File: config.mk
export PLATFORM = sky130hd
export DESIGN_NAME = fpu_fclass_arbiter
export DESIGN_NICKNAME = d
export VERILOG_FILES = /design/src/rtl/fpu_fclass_arbiter.sv
export SDC_FILE = /design/constraint.sdc
export NUM_CORES = 1
export LEC_CHECK = 0
export BUFFER_PORTS_ARGS = -buffer_cell sky130_fd_sc_hd__buf_4
export CAP_MARGIN = 40
export CORE_MARGIN = 1
export CORE_UTILIZATION = 28
export CTS_CLUSTER_SIZE = 20
export DETAILED_ROUTE_END_ITERATION = 6
export GPL_ROUTABILITY_DRIVEN = 0
export MAX_ROUTING_LAYER = met4
export RECOVER_POWER = 25
export SYNTH_ARGS = -nofsm -noshare
export SYNTH_HDL_FRONTEND = slang
export SYNTH_SLANG_ARGS = --single-unit
File: constraint.sdc
create_clock -name clk -period 1.85 [get_ports clk]
set_input_delay 0.0925 -clock clk [delete_from_list [all_inputs] [get_ports clk]]
set_output_delay 0.0925 -clock clk [all_outputs]
set_load 0.02 [all_outputs]
File: src/rtl/fpu_fclass_arbiter.sv
// Two-port round-robin arbiter in front of a shared FP classifier; the granted operand's
// one-hot fclass mask is held in an output register. Optional counters: FPU_FCLASS_STATS_EN.
module fpu_fclass_arbiter #(
   parameter int STD   = 15,
   parameter int MAN   = 7,
   parameter int TAG_W = 4
) (
   input  logic             clk,
   input  logic             rst,
   input  logic             flush,
   input  logic             req0_valid,
   output logic             req0_ready,
   input  logic [STD:0]     req0_data,
   input  logic [TAG_W-1:0] req0_tag,
   input  logic             req1_valid,
   output logic             req1_ready,
   input  logic [STD:0]     req1_data,
   input  logic [TAG_W-1:0] req1_tag,
   output logic             out_valid,
   input  logic             out_ready,
   output logic [9:0]       out_mask,
   output logic             out_id,
   output logic [TAG_W-1:0] out_tag
`ifdef FPU_FCLASS_STATS_EN
   ,
   input  logic             stat_clr,
   output logic [15:0]      stat_grant0,
   output logic [15:0]      stat_grant1,
   output logic [15:0]      stat_nan
`endif
);

   localparam int EW = STD - MAN;

   function automatic logic [9:0] classify(input logic [STD:0] x);
      logic           sgn;
      logic [EW-1:0]  e;
      logic [MAN-1:0] m;
      logic [9:0]     r;
      sgn = x[STD];
      e   = x[STD-1:MAN];
      m   = x[MAN-1:0];
      r   = '0;
      if (&e) begin
         if (m == '0)       r[sgn ? 0 : 7] = 1'b1;
         else if (m[MAN-1]) r[9] = 1'b1;
         else               r[8] = 1'b1;
      end else if (e == '0) begin
         if (m == '0) r[sgn ? 3 : 4] = 1'b1;
         else         r[sgn ? 2 : 5] = 1'b1;
      end else begin
         r[sgn ? 1 : 6] = 1'b1;
      end
      return r;
   endfunction

   logic             out_valid_q, out_valid_d;
   logic [9:0]       out_mask_q, out_mask_d;
   logic             out_id_q, out_id_d;
   logic [TAG_W-1:0] out_tag_q, out_tag_d;
   logic             rr_ptr_q, rr_ptr_d;

   logic       slot_free;
   logic       can_grant;
   logic       grant0;
   logic       grant1;
   logic       grant_any;
   logic [9:0] grant_mask;

   // Grants are suppressed during reset so the requesters never see a handshake that is then lost.
   assign slot_free  = !out_valid_q || out_ready;
   assign can_grant  = slot_free && !flush && !rst;
   assign grant0     = can_grant && req0_valid && (!req1_valid || !rr_ptr_q);
   assign grant1     = can_grant && req1_valid && (!req0_valid || rr_ptr_q);
   assign grant_any  = grant0 || grant1;
   assign grant_mask = classify(grant1 ? req1_data : req0_data);

   assign req0_ready = grant0;
   assign req1_ready = grant1;

   always_comb begin
      out_valid_d = out_valid_q;
      out_mask_d  = out_mask_q;
      out_id_d    = out_id_q;
      out_tag_d   = out_tag_q;
      rr_ptr_d    = rr_ptr_q;
      if (flush) begin
         out_valid_d = 1'b0;
      end else if (grant_any) begin
         out_valid_d = 1'b1;
         out_mask_d  = grant_mask;
         out_id_d    = grant1;
         out_tag_d   = grant1 ? req1_tag : req0_tag;
         rr_ptr_d    = !grant1;
      end else if (out_ready) begin
         out_valid_d = 1'b0;
      end
   end

   always_ff @(posedge clk) begin
      if (rst) begin
         out_valid_q <= 1'b0;
         out_mask_q  <= '0;
         out_id_q    <= 1'b0;
         out_tag_q   <= '0;
         rr_ptr_q    <= 1'b0;
      end else begin
         out_valid_q <= out_valid_d;
         out_mask_q  <= out_mask_d;
         out_id_q    <= out_id_d;
         out_tag_q   <= out_tag_d;
         rr_ptr_q    <= rr_ptr_d;
      end
   end

   assign out_valid = out_valid_q;
   assign out_mask  = out_mask_q;
   assign out_id    = out_id_q;
   assign out_tag   = out_tag_q;

`ifdef FPU_FCLASS_STATS_EN
   logic [15:0] stat_grant0_q, stat_grant0_d;
   logic [15:0] stat_grant1_q, stat_grant1_d;
   logic [15:0] stat_nan_q, stat_nan_d;

   function automatic logic [15:0] sat_inc(input logic [15:0] c);
      return (c == 16'hFFFF) ? c : c + 16'd1;
   endfunction

   always_comb begin
      stat_grant0_d = stat_grant0_q;
      stat_grant1_d = stat_grant1_q;
      stat_nan_d    = stat_nan_q;
      if (stat_clr) begin
         stat_grant0_d = '0;
         stat_grant1_d = '0;
         stat_nan_d    = '0;
      end else begin
         if (grant0) stat_grant0_d = sat_inc(stat_grant0_q);
         if (grant1) stat_grant1_d = sat_inc(stat_grant1_q);
         if (grant_any && (grant_mask[9] || grant_mask[8])) stat_nan_d = sat_inc(stat_nan_q);
      end
   end

   always_ff @(posedge clk) begin
      if (rst) begin
         stat_grant0_q <= '0;
         stat_grant1_q <= '0;
         stat_nan_q    <= '0;
      end else begin
         stat_grant0_q <= stat_grant0_d;
         stat_grant1_q <= stat_grant1_d;
         stat_nan_q    <= stat_nan_d;
      end
   end

   assign stat_grant0 = stat_grant0_q;
   assign stat_grant1 = stat_grant1_q;
   assign stat_nan    = stat_nan_q;
`endif

endmodule

; ---- Word level (Yosys, flattened, before mapping)
; Cells that the tools add are included.
[totals]
regBits = 17
word_cells = 64
out_inout_bits = 18
inputBits = 46
[classes]
bitwise_logic = 1
reduce_logical = 27
order_cmp = 8
n_mux = 23
[ops]
columns = cell, count
row1 = 10-bit 2-to-1 mux, 3
row2 = 3-bit by 5-bit less-than comparator with 1-bit output (second input constant), 4
row3 = 1-bit demux with 4-bit select, 4
row4 = 16-bit 2-to-1 mux, 1
row5 = 3-bit by 1-bit greater-or-equal comparator with 1-bit output (second input constant), 4
row6 = 3-bit 2-to-1 mux, 4
row7 = 1-bit logical AND, 10
row8 = 8-bit zero test, 1
row9 = 1-bit 2-to-1 mux, 8
row10 = 8-bit 2-to-1 mux, 1
row11 = 8-bit AND reduction, 1
row12 = 1-bit zero test, 7
row13 = 7-bit zero test, 1
row14 = 1-bit logical OR, 4
row15 = 4-bit 2-to-1 mux, 1
row16 = 2-bit 2-to-1 mux, 1
row17 = 2-bit AND reduction, 1
row18 = 2-bit nonzero test, 1
row19 = 2-bit OR reduction, 1
row20 = 1-bit inverter, 1

; ---- Logic depth before layout (Yosys ltp)
; Gate-level depths: netlist of the first run.
[depth]
word_depth = 15
ltp_mapped = 6
mapped_depth_nobuf = 5

; ---- Worst setup path after synthesis of the first run
; Ideal clock, no wire load.
[synth_timing]
kind = register to register
start = register out_valid_q, in the netlist out_valid
end = register out_mask_q[2], in the netlist out_mask[2]
t_arrival_ns = 1.453
synth_period_minus_slack_ns = 1.520
setup_time_ns = 0.067
required_time_ns = 1.783
setup_slack_ns = 0.330
path_buffers = 0
stages_incl_launch_ff = 6
cell_sequence = dfxtp_1 > nand2b_1 > o2111ai_4 > mux2_4 > or2_4 > o21ai_2
[synth_between]
elab_chain_len = 15
elab_cells_between_ends = 42
classes_between = 8 x order compare / 17 x mux / 17 x reduce/logical
[synth_lines]
columns = element, line
row1 = "start, declared", 57  ; logic out_valid_q, out_valid_d;
row2 = "start signal, assigned", 108  ; out_valid_q <= out_valid_d;
row3 = 1-bit zero test *, 71  ; assign slot_free = !out_valid_q || out_ready;
row4 = 1-bit logical OR *, 71
row5 = 1-bit logical AND * (2 in series), 72  ; assign can_grant = slot_free && !flush && !rst;
row6 = 1-bit logical AND (2 in series), 74  ; assign grant1 = can_grant && req1_valid && (!req0_valid || rr_ptr_q);
row7 = 16-bit 2-to-1 mux, 76  ; assign grant_mask = classify(grant1 ? req1_data : req0_data);
row8 = "3-bit 2-to-1 mux, on equally long branches", "50, 49"
row9 = 3-bit by 5-bit less-than comparator with 1-bit output (not written as such) (tied with other cells), 50  ; else r[sgn ? 2 : 5] = 1'b1;
row10 = "1-bit logical AND, on equally long branches", "50, 49"
row11 = "1-bit 2-to-1 mux, on equally long branches", "50, 49"
row12 = "1-bit demux with 4-bit select, on equally long branches", "50, 49"
row13 = 10-bit 2-to-1 mux, 49  ; if (m == '0) r[sgn ? 3 : 4] = 1'b1;
row14 = 10-bit 2-to-1 mux, 48  ; end else if (e == '0) begin
row15 = 10-bit 2-to-1 mux, 44  ; if (&e) begin
row16 = "end signal, assigned", 109  ; out_mask_q <= out_mask_d;
row17 = "end, declared", 58  ; logic [9:0] out_mask_q, out_mask_d;
; Every way passes the cells marked *; elsewhere a longest branch is shown, timed or not.
; A chain may end at the register's enable or synchronous reset.

; ---- Worst setup path in the final report of the first run
; Ends and elaborated chain as after synthesis.

==> qor.yml, run 1 <==
power.switching_mw: 0.204
post_dp_cell_area_um2: 1450
crit_path_end_kind: "register"
post-route-min-period_ns: 1.58
antenna_found_initial: 0
max_freq_mhz: 632
synth_seq_cells: 17
pwr-share-seq: 0.505
finalPower_mw: 0.762
crit_type: "register to register"
cp_max_fo: 8
cts_resized: 0
ios: 64
cp.required_ns: 2.08
synth_flop_cell: "dfxtp_1"
yosys.area_share.simple: 0.279
setup_ws_ns: 0.268
io_buffers: 63
hold_class: "primary input to register"
startpoint_type: "register"
finalSetupViolCount: 0
slew_headroom: 0.727
initial_core_util: 0.299
share_comb_of_total_power: 0.238
avgSynthCellArea_um2: 9.03
nets: 215
rsz0062_at_grt: "false"
dpl_worst_slack_ns: 0.283
hold_viol: 0
grt_first_pass_wirelength_mm: 4.26
drtIter0Drc: 16
p_sw_frac: 0.268
p_leak_nw: 0.640
clk_transition_reported_paths_ns: 0.10
holdBufCountCts: 0
ff2ff_path_depth: 5
grt_overflow: 0
die_w_um: 59.4
cts_tree: "done"
p_int_mw: 0.558
endpoint: "out_mask[2]$_SDFFE_PP0P_"
r2r_end: "out_mask[2]$_SDFFE_PP0P_"
fin_setup_tns_ns: 0
synth_sequential_area_ratio: 0.370
viasPerCell: 4.82
period_share: 0.855
ant_nets: 0
yosys-top-cells-count: "dfxtp_1 (17), nand2_1 (13), nor2_1 (10)"
wl_per_cell_um: 12.3
antennaDiodeCount: 0
tightest_slew_ns: 0.407
post-route-cell-area_um2: 1440
cp-startpoint: "out_valid$_SDFFE_PP0P_"
min_path_cells: 3
first_pass_iters: 4
synthTopCellsByArea: "dfxtp_1 (37%), mux2i_1 (7.6%), nand2_1 (5.3%), nand3b_1 (4.9%), a211oi_1 (4.1%)"
syn_area_um2: 921
grt_max_degree: 17
synth-compound-area-share: 0.190
synth_top_area_frac: 0.370
grt_use_total: 0.161
peakVddDrop_uv: 195
cts_setup_buffers: 0
rows: 20
yosysWarningCount: 0
routed_wl_mm: 2.62
cts_buffers: 3
finClkSkew_ns: 0.00121
nFillCells: 323
ctsLongestPathBuffers: 2
insertion_delay_ns: 0.28
whs_ns: 0.0990
clock-root-buffer: "clkbuf_4"
dieArea_um2: 3520
synthMuxAreaShare: 0.117
synthArstFlopShare: 0
hpwl_mm: 2.20
synthesis.nets: 148
drv_cap: 0
synth-xor-area-share: 0
powerDensity_nw_per_um2: 528
regToRegSetupSlack_ns: 0.27
worst_ep_arrival_time_ns: 1.81
vias: 1022
reg2reg_from: "out_valid$_SDFFE_PP0P_"
core-area_um2: 3080
htreeDepth: 1
synth-edff-count: 0
synthAdderAreaFrac: 0
synth_top_family_by_area: "simple AND/OR/NAND/NOR gates"
grt_pass1_vias: 1041
cts_sinks: 17
final_max_slew_viol_count: 0
netlist_instances: 102
status: "completed"
yosysUniqueCellTypes: 30
area_growth_pct: 56.7
drc: 0
yosys.area.top_type: "dfxtp_1"
p_clk_frac: 0.257
fp.dieH_um: 59.4
synth_most_common_cell: "dfxtp_1"
drive_gt1_frac: 0.435
## worst min-delay path by stage
stage,slack (ns),endpoint,from
after detailed placement,0.40,out_valid$_SDFFE_PP0P_,flush
after global routing,0.11,out_tag[3]$_SDFFE_PP0P_,rst
after CTS,0.09,out_valid$_SDFFE_PP0P_,flush
after floorplan,0.27,out_mask[0]$_SDFFE_PP0P_,rst
final,0.1,out_valid$_SDFFE_PP0P_,flush
after global placement,0.39,out_valid$_SDFFE_PP0P_,flush
## cell usage in the layout (no fill, tap or decap), drive strengths merged, types with 2 or more instances in the layout
master / synthesis / final
buf: 4 / 58
dfxtp: 17 / 17
nand2: 13 / 13
nor2: 11 / 11
clkbuf: 0 / 11
mux2i: 7 / 7
nand3b: 6 / 6
nor4: 6 / 6
o21ai: 6 / 6
a211oi: 5 / 5
nand4: 4 / 4
inv: 4 / 4
mux2: 3 / 3
o32ai: 3 / 3
nand2b: 2 / 2
or4: 2 / 2
## cell families after synthesis
kind of cell,Yosys count
muxes,10
DFF,17
AOI/OAI and AO/OA,20
and+or+nand+nor,47
buffers and inverters,8
## state kept, by name, summed over array words and instances, names as in the netlist
signal / cells
rr_ptr_q: 1
out_mask: 10
out_tag: 4
out_id: 1
out_valid: 1
## routing by layer
layer,track usage,vias up,routed length [um],share of wire
met4,0.0578,0,43,0.016
met1,0.178,468,1060,0.41
li1,-,513,-,-
met3,0.00873,6,113,0.043
met2,0.302,35,1400,0.53
met5,-,-,0,0
## critical path, stage by stage (launching register included)
cell and delay [ns]:
dfxtp_1 0.32, nand2b_1 0.20, o2111ai_4 0.25, mux2_4 0.39, or2_4 0.25, o21ai_2 0.12
## metrics by stage
| step | instances | util |
|---|---|---|
| after floorplan | 102 | - |
| after global placement | 208 | 0.470 |
| after detailed placement | 208 | 0.470 |
| after CTS | 212 | 0.478 |
| after global routing | 212 | 0.469 |
| final | 212 | 0.469 |
## cell type report
type	count	area [um^2]	share of cell area
Clock buffer	3	22.5	0.0156
Sequential cell	17	340	0.236
Clock inverter	1	5.00	0.00347
Inverter	4	15.0	0.0104
Multi-Input combinational cell	77	539	0.374
Timing Repair Buffer	66	465	0.323
Tap cell	44	55.1	0.0382
## power by group through the flow
stage | registers (mW) | clock network, mW | logic [mW]
after floorplan | 0.407 | 0 | 0.0611
after global placement | 0.393 | 0 | 0.185
after detailed placement | 0.394 | 0 | 0.188
after CTS | 0.385 | 0.205 | 0.189
after global routing | 0.386 | 0.218 | 0.198
final | 0.385 | 0.196 | 0.182
Note: power is estimated with default switching activity, not from simulation.
==> run 2: changes to the inputs <==
--- a/config.mk
+++ b/config.mk
@@ -6,13 +6,13 @@
 export NUM_CORES = 1
 export LEC_CHECK = 0
 export BUFFER_PORTS_ARGS = -buffer_cell sky130_fd_sc_hd__buf_4
-export CAP_MARGIN = 40
 export CORE_MARGIN = 1
-export CORE_UTILIZATION = 28
+export CORE_UTILIZATION = 40
 export CTS_CLUSTER_SIZE = 20
 export DETAILED_ROUTE_END_ITERATION = 6
 export GPL_ROUTABILITY_DRIVEN = 0
 export MAX_ROUTING_LAYER = met4
+export PLACE_DENSITY = 0.78
 export RECOVER_POWER = 25
 export SYNTH_ARGS = -nofsm -noshare
 export SYNTH_HDL_FRONTEND = slang
==> run 2 against run 1 <==
Clock-buffer cell count unchanged. Utilization up 18 points. Global-route usage up 8.0 points. Total power up 1.3%. Critical path type unchanged. Largest cell class unchanged. Highest routed layer unchanged.
==> qor.yml, run 2 (synthesis results as in run 1) <==
post-route-min-period_ns: 1.57
gr-usage-met2: 0.429
ff2ff_path_depth: 5
hpwl_mm: 2.16
first_pass_iters: 4
viasPerCell: 5.28
grt_pass1_vias: 1092
cts_tree: "done"
grt_max_degree: 17
core-area_um2: 2190
cp_max_fo: 8
r2r_end: "out_mask[8]$_SDFFE_PP0P_"
status: "completed"
antenna_found_initial: 0
slew_headroom: 0.732
finalSetupViolCount: 0
setup_ws_ns: 0.276
met1_usage: 0.256
wl_per_cell_um: 13.5
rows: 17
hold_class: "primary input to register"
use_met3: 0.0370
final_max_slew_viol_count: 0
routed_wl_mm: 2.65
grt_first_pass_wirelength_mm: 4.47
area_growth_pct: 54.5
min_from: "flush"
worst_hold_path.endpoint: "out_valid$_SDFFE_PP0P_"
layout_common_cells: "buf_4 (58), dfxtp_1 (17), nand2_1 (13)"
min_path_cells: 3
max_freq_mhz: 635
crit_path_end_kind: "register"
clk_transition_reported_paths_ns: 0.10
final_common_cell: "buf_4"
htreeDepth: 1
final_cells: 196
drtIter0Drc: 14
regToRegSetupSlack_ns: 0.28
insertion_delay_ns: 0.30
p_leak_nw: 0.640
die_w_um: 50.0
vias: 1034
drv_cap: 0
rsz0062_at_grt: "false"
clock-root-buffer: "clkbuf_4"
initial_core_util: 0.420
ios: 64
cp.required_ns: 2.07
drive_gt1_frac: 0.435
nFillCells: 196
cts_sinks: 17
startpoint_type: "register"
holdBufCountCts: 0
drc: 0
fp.dieH_um: 50.0
worst_ep_arrival_time_ns: 1.79
finClkSkew_ns: 0.00422
antennaDiodeCount: 0
hold_viol: 0
grt_overflow: 0
nets: 215
io_buffers: 63
reg2reg_from: "out_valid$_SDFFE_PP0P_"
dpl_worst_slack_ns: 0.295
grt_busiest_layer: "met2"
period_share: 0.851
crit_type: "register to register"
grt_use_total: 0.241
placedCellCount: 192
ctsLongestPathBuffers: 2
tightest_slew_ns: 0.400
dieArea_um2: 2500
whs_ns: 0.0860
ant_nets: 0
cts_setup_buffers: 0
powerDensity_nw_per_um2: 543
peakVddDrop_uv: 343
cts_buffers: 3
cts_resized: 0
largest_register_ffs: 10
fin_setup_tns_ns: 0
==> run 2: cell counts in the layout (fill, tap and decap cells not counted) <==
Identical to the previous run, type by type.
==> run 2: critical path, stage by stage (launching register included) <==
cell and delay (ns):
dfxtp_1 0.33, nand2b_1 0.18, o2111ai_4 0.25, mux2_4 0.39, or2_4 0.25, o32ai_2 0.09
==> run 2: report_power, final <==
part           switching [mW]  total, mW  internal, mW
Clock                   0.124      0.204        0.0806
Sequential            0.00693      0.385         0.378
Combinational          0.0822      0.183         0.101
==> run 2: area by class of cell <==
| cell class | instances | area, um^2 | area share |
|---|---|---|---|
| Tap cell | 28 | 35.0 | 0.0246 |
| Inverter | 4 | 15.0 | 0.0106 |
| Multi-Input combinational cell | 77 | 539 | 0.379 |
| Clock inverter | 1 | 5.00 | 0.00352 |
| Clock buffer | 3 | 22.5 | 0.0158 |
| Timing Repair Buffer | 66 | 465 | 0.327 |
| Sequential cell | 17 | 340 | 0.239 |
==> run 2: worst max-delay path by stage <==
stage | from | end | slack [ns] | cells after the start
6_report | out_valid$_SDFFE_PP0P_ | out_mask[8]$_SDFFE_PP0P_ | 0.28 | 5
5_1_grt | out_valid$_SDFFE_PP0P_ | out_mask[2]$_SDFFE_PP0P_ | 0.20 | 5
3_3_place_gp | out_valid$_SDFFE_PP0P_ | out_mask[2]$_SDFFE_PP0P_ | 0.35 | 5
3_5_place_dp | out_valid$_SDFFE_PP0P_ | out_mask[8]$_SDFFE_PP0P_ | 0.29 | 5
4_1_cts | out_valid$_SDFFE_PP0P_ | out_mask[8]$_SDFFE_PP0P_ | 0.28 | 5
2_1_floorplan | out_valid$_SDFFE_PP0P_ | out_mask[2]$_SDFFE_PP0P_ | 0.33 | 5
==> run 2: per-layer routing <==
metal  up-vias  wire [um]
met5         -          0
met4         0         39
met3         4        155
met2        45       1400
met1       471       1060
li1        514          -
==> run 2: through the flow <==
step,instance area (um^2),power (mW),util
2_1_floorplan,921,0.468,-
3_3_place_gp,1430,0.576,0.650
3_5_place_dp,1430,0.582,0.650
4_1_cts,1450,0.782,0.663
5_1_grt,1420,0.809,0.649
6_report,1420,0.772,0.649
